### config.mk
export PLATFORM = sky130hd
export DESIGN_NAME = shift_add_multiplier
export DESIGN_NICKNAME = d
export VERILOG_FILES = /design/src/rtl/shift_add_multiplier.sv
export SDC_FILE = /design/constraint.sdc
export NUM_CORES = 1
export LEC_CHECK = 0
export ABC_AREA = 1
export ABC_CLOCK_PERIOD_IN_PS = 2000
export CAP_MARGIN = 20
export CORE_UTILIZATION = 50
export DETAILED_ROUTE_END_ITERATION = 10
export PLACE_DENSITY = 0.72
export SYNTH_ARGS = -nofsm -noshare
export SYNTH_HDL_FRONTEND = slang
export SYNTH_SLANG_ARGS = --single-unit
### constraint.sdc
create_clock -name clk -period 2 [get_ports clk]
set_input_delay 0.3 -clock clk [delete_from_list [all_inputs] [get_ports clk]]
set_output_delay 0.3 -clock clk [all_outputs]
set_load 0.01 [all_outputs]
### src/rtl/shift_add_multiplier.sv
// ---------------------------------------------------------------------------
// shift_add_multiplier
//   Sequential unsigned multiplier using the classic shift-and-add algorithm.
//   A request is accepted only while idle. One LOAD cycle captures the
//   operands, then WIDTH CALC cycles each do a conditional add followed by a
//   right shift. The product register is updated on the final CALC edge and
//   holds its value at all other times.
//
// Ports
//   clk              : clock, all state updates on rising edge
//   rst              : asynchronous active-low reset
//   START            : start request, sampled only in IDLE
//   Multiplicand_bus : unsigned multiplicand (WIDTH bits), sampled in LOAD
//   Multiplier_bus   : unsigned multiplier (WIDTH bits), sampled in LOAD
//   product          : registered 2*WIDTH-bit result of last completed op
//   READY            : high while idle and able to accept START
// ---------------------------------------------------------------------------
module shift_add_multiplier #(
    parameter int WIDTH = 8
) (
    input  logic                 clk,
    input  logic                 rst,
    input  logic                 START,
    input  logic [WIDTH-1:0]     Multiplicand_bus,
    input  logic [WIDTH-1:0]     Multiplier_bus,
    output logic [2*WIDTH-1:0]   product,
    output logic                 READY
);

    localparam int CW = $clog2(WIDTH) + 1;

    typedef enum logic [1:0] {
        IDLE,
        LOAD,
        CALC
    } state_t;

    state_t state, state_next;

    logic [WIDTH-1:0] m_reg;
    logic [WIDTH-1:0] a_reg;
    logic [WIDTH-1:0] q_reg;
    logic [CW-1:0]    count;
    logic [WIDTH:0]   sum;
    logic             last_iter;

    // The carry C only exists between the add and the shift of a single
    // CALC cycle: it is the MSB of sum and is shifted into A[WIDTH-1], so
    // after every edge the architectural C is zero and needs no flop.
    always_comb begin
        sum       = {1'b0, a_reg} + (q_reg[0] ? {1'b0, m_reg} : '0);
        last_iter = (count == CW'(WIDTH - 1));
    end

    // State register
    always_ff @(posedge clk or negedge rst) begin
        if (!rst) begin
            state <= IDLE;
        end else begin
            state <= state_next;
        end
    end

    // Next-state logic
    always_comb begin
        state_next = state;
        unique case (state)
            IDLE:    state_next = START ? LOAD : IDLE;
            LOAD:    state_next = CALC;
            CALC:    state_next = last_iter ? IDLE : CALC;
            default: state_next = IDLE;
        endcase
    end

    // Moore output
    always_comb begin
        READY = (state == IDLE);
    end

    // Datapath
    always_ff @(posedge clk or negedge rst) begin
        if (!rst) begin
            m_reg   <= '0;
            a_reg   <= '0;
            q_reg   <= '0;
            count   <= '0;
            product <= '0;
        end else begin
            unique case (state)
                LOAD: begin
                    m_reg <= Multiplicand_bus;
                    q_reg <= Multiplier_bus;
                    a_reg <= '0;
                    count <= '0;
                end
                CALC: begin
                    // {C,A,Q} <= {sum, Q} >> 1
                    a_reg <= sum[WIDTH:1];
                    q_reg <= {sum[0], q_reg[WIDTH-1:1]};
                    count <= count + CW'(1);
                    if (last_iter) begin
                        product <= {sum[WIDTH:1], sum[0], q_reg[WIDTH-1:1]};
                    end
                end
                default: ;
            endcase
        end
    end

endmodule

Word-level counts from Yosys, hierarchy flattened. Cells that the tools add are included.

Bits in latches: 0. ROM bits: 0. Memory bits (writable): 0. Input port bits: 19. Output and inout bits: 17. Logic and storage cells: 21. Bits in registers: 46. Memories: 0.

Bitwise gates (word level): 0. Multiplexer cells: 7. Divide/modulo/power cells: 0. Add/subtract/negate cells: 2. Reduce and logical (&&, ||, !) cells: 3. Order comparisons: 0. $mul: 0. Shift-type cells: 0. Equal/unequal tests: 3.

Operator list (number): $pmux 8 s2 (2); $add 8x8->9 (1); $mux 8 (1); $pmux 4 s2 (1); $pmux 2 s3 (1); $add 4x1->4 const B (1); $eq 4x3->1 const B (1); $eq 2x1->1 const B (1); $eq 2x2->1 const B (1); $logic_not 2->1 (1); $mux 2 (1); $reduce_and 2->1 (1); $reduce_bool 2->1 (1); $mux 1 (1).

Depth between registers and ports, before layout. Gate-level depths: netlist of the first run.

Depth in word-level cells: 3. Depth in mapped cells: 13. Depth with buffers taken out: 12.

Worst setup path before layout of the first run. No wires, ideal clock.

Kind: register to register. Start: register q_reg[0]. End: register a_reg[7]. Clock period less this slack: 1788 ps. Buffers on the path: 1. Data required time: 1883 ps. Arrival time: 1672 ps. Path slack: 212 ps. Cell stages (with the launch flop): 14. Library setup time: 117 ps. Cells stage by stage: dfrtp_1 -> clkbuf_1 -> nand2_1 -> inv_1 -> ha_1 -> fa_1 -> nand2_1 -> nand2_1 -> nand3_1 -> nand2_1 -> nand2_1 -> nand2_1 -> nand2_1 -> nand2_1.

Cells in the longest elaborated chain, start to end: 3.

RTL lines: start, declared (RTL line 42) `logic [WIDTH-1:0] q_reg;`; start signal, assigned (RTL line 92) `q_reg <= Multiplier_bus;`; start signal, assigned (RTL line 99) `q_reg <= {sum[0], q_reg[WIDTH-1:1]};`; $mux 8 (RTL line 51) `sum = {1'b0, a_reg} + (q_reg[0] ? {1'b0, m_reg} : '0);`; $add 8x8->9 (RTL line 51); $pmux 8 s2 (RTL line 89) `unique case (state)`; end signal, assigned (RTL line 98) `a_reg <= sum[WIDTH:1];`; end, declared (RTL line 41) `logic [WIDTH-1:0] a_reg;`.

No other way between the ends. A chain may end at the register's enable or synchronous reset.

Worst setup path in the final report of the first run.
Start: register state[0]. End: output READY.

Cells in the longest elaborated chain, start to end: 1.

RTL lines: start, declared (RTL line 38) `state_t state, state_next;`; start signal, assigned (RTL line 60) `state <= state_next;`; $logic_not 2->1 (RTL line 77) `READY = (state == IDLE);`; end, declared (RTL line 27) `output logic READY`.

No other way between the ends.

==> results of run 1 <==
==> power groups by stage <==
stage / Combinational (W) / Sequential (W) / Clock, W
after floorplan: 0.00108 / 0.00133 / 0
after global placement: 0.00139 / 0.00137 / 0
after detailed placement: 0.00142 / 0.00138 / 0
after CTS: 0.00145 / 0.00137 / 0.000681
after global routing: 0.00166 / 0.00139 / 0.000719
final: 0.00147 / 0.00135 / 0.000671
==> cell usage in the layout, fill, tap and decap left out, types with 2 or more instances in the layout <==
cell,count
clkbuf_1,2
ha_1,12
clkbuf_8,5
nand3_1,19
o21ai_0,2
nand3b_1,2
clkdlybuf4s50_1,34
mux2_2,8
dfrtp_1,45
inv_1,32
nand2_1,83
o221ai_1,7
o21ai_2,9
inv_2,2
nor2_1,4
buf_4,4
a21oi_1,6
==> layer usage <==
metal / up-vias / wire [um] / track usage (%)
met4: 0 / 53 / 6.00
met1: 812 / 2190 / 28.9
met3: 5 / 191 / 4.51
met5: - / 0 / 0
li1: 894 / - / -
met2: 50 / 1950 / 30.2
==> timing repair <==
item / in CTS / in global routing
hold buffers: 1 / 0
hold endpoints to repair: 19 / 0
setup endpoints to repair: 0 / 2
buffers inserted: 0 / 1
resized for setup: 0 / 1
==> final timing paths <==
path | start | slack, ns | depth (start not counted) | endpoint
max in group asynchronous | rst | 1.03 | 3 | product[3]
hold / removal | rst | 0.48 | 2 | a_reg[6]
setup reg to reg | q_reg[0] | 0.20 | 12 | product[15]
min in group clk | product[4] | 0.48 | 2 | product[4]
hold reg to reg | product[4] | 0.48 | 2 | product[4]
setup / recovery | state[0] | 0.19 | 3 | READY
==> logic make-up after synthesis <==
family / count (synthesis) / share of synthesized area [%]
XOR/XNOR: 1 / 0.381
AND/OR/NAND/NOR: 114 / 21.4
multiplexers: 8 / 3.92
AO/OA/AOI/OAI: 28 / 9.14
buffers and inverters: 41 / 7.67
flip-flops: 46 / 50.1
adder cells (fa/ha/maj): 13 / 7.40
==> worst register-to-register path, cell delays in order, from the launching register on <==
cell     delay (ns)
dfrtp_2        0.42
nand2_1        0.06
inv_1          0.04
ha_1           0.20
fa_1           0.41
nand2_1        0.09
nand2_1        0.08
nand3_1        0.09
nand2_1        0.07
nand2_1        0.06
nand2_1        0.06
nand2_1        0.06
nand2_1        0.05
==> final cells by class <==
cell class,count,area (um^2),area share [%]
flip-flops and latches,46,1150,40.7
inverters,34,128,4.51
well taps,52,65.1,2.30
clock buffers,7,76.3,2.70
clock inverters,1,30.0,1.06
multi-input cells,164,972,34.4
repair buffers,41,405,14.3
==> stage by stage <==
stage	cells	cell area (um^2)	worst slack, ns
floorplan	251	2300	0.212
global placement	335	2700	0.173
detailed placement	335	2700	0.125
CTS	344	2820	0.101
global route	345	2830	0.0436
finish	345	2830	0.188
==> reports/results.tsv, run 1 <==
stage	metric	value	unit
run_status	status	completed	
cells_and_area	utilization	64.5	%
routing	post-route-drc-count	0	
synth	synth_top_area_share	50.1	%
cts	tritoncts	yes	
synth	synth_seq_cells	46	
power	p_leak	1.48	nW
sta	tightest_slew	0.465	ns
routing	dr.pass1.iters	5	
die	die_w	69.8	um
global_routing	overflow	0	
die	core-area	4380	um^2
sta	setup_violations	0	
power	fin_total_pwr	0.00349	W
synth	ys.flop_type	dfrtp_1	
routing	via_per_inst	5.10	
synth	ys_types	29	
power	ir_drop	671	uV
place	io_buffers	35	
sta	maxSlewViolCount	0	
place	dpl.hpwl	3.20	mm
synth	synth-async-reset-ratio	100	%
power	p_sw_share	37.6	%
synth	synthTopCellsByCount	83 x nand2_1, 46 x dfrtp_1, 32 x inv_1	
power	powerDensity	1230	nW/um^2
sta	hold_viol	0	
place	gp_congestion	0.913	
worst_setup_path	path_cells	inv_1, ha_1, clkdlybuf4s50_1	
cts	cts_buffers	5	
worst_setup_path	cp-end-kind	output port	
cts	clk_latency	0.29	ns
cts	cts_sinks	46	
cells_and_area	layout-drive-gt1-share	12.3	%
cells_and_area	final_nets	324	
worst_setup_path	crit_type	register to output port	
synth	yosysSeqAreaShare	50.1	%
die	num_rows	24	
synth	syn_avg_cell_area	9.16	um^2
die	ios	36	
sta	fmax	0.552	GHz
job	max_cap_viol_count	0	
cts	clk_path_buf_depth	2	
power	seq_power_share	38.8	%
cells_and_area	largest_register_ff_count	16	
worst_hold_path	worstHoldPathType	input pin to async pin	
sta	finClkSkew	0.00270	ns
power	p_int	0.00218	W
synth	yosys.area.top_type	dfrtp_1	
cts	htree_levels	2	
sta	fin_crit_sh	90.6	%
synth	synth_edf_count	0	
synth	synthTopCellsByArea	dfrtp_1 50%, nand2_1 14%, ha_1 6.5%	
global_routing	first_global_vias	1650	
sta	fin_crit	1.81	ns
cts	cts_root_buf	clkbuf_8	
worst_setup_path	cp_num_buf_inv	2	
worst_setup_path	startpoint_type	register	
worst_setup_path	required	1.70	ns
global_routing	antenna_found_initial	0	
die	dieArea	4870	um^2
synth	yosysWarnings	0	
synth	synth.most_common_cell	nand2_1	
power	clock_power_share	19.2	%
cells_and_area	antennaDiodeCount	0	
power	switchingPower	0.00131	W
sta	slew_headroom	69.0	%
routing	routed_wl	4.38	mm
cts	clk_pin_slew	0.08	ns
cells_and_area	top_register	product	
global_routing	grt_max_degree	28	
worst_setup_path	arrival	1.51	ns
sta	hold_ws	0.482	ns
power	comb_power_share	42.0	%
sta	rsz0062_at_grt	no	
synth	synth_area	2300	um^2
cells_and_area	fillerInstances	374	
synth	synth_fp_nets	283	
die	start_util	52.5	%
worst_setup_path	worstPathMaxFanout	4	
worst_setup_path	slowest_stage	clkdlybuf4s50_1	
routing	via_count	1761	
worst_setup_path	slowest_delay	0.54	ns
routing	first_iter_violations	45	
worst_setup_path	cpLargestDelayFamily	buffers and inverters	
routing	drtAntennaViolNets	0	
die	die_h	69.8	um
routing	wl_per_cell	12.7	um
global_routing	track_usage	20.0	%
synth	synthCells	251	
sta	setup_tns	0	ns
global_routing	grt_pass1_wl	7.68	mm
cells_and_area	area_growth	23.0	%
(Power assumes the default switching activity.)
==> run 2: changes to the inputs <==
- CTS_CLUSTER_SIZE: unset -> 12
==> results of run 2 <==
The final DEF is identical to that of run 1; final timing and power are the same.
==> run 3: changes to the inputs <==
- HOLD_SLACK_MARGIN: unset -> 0.03
==> results of run 3 <==
The final DEF is identical to that of run 1; final timing and power are the same.
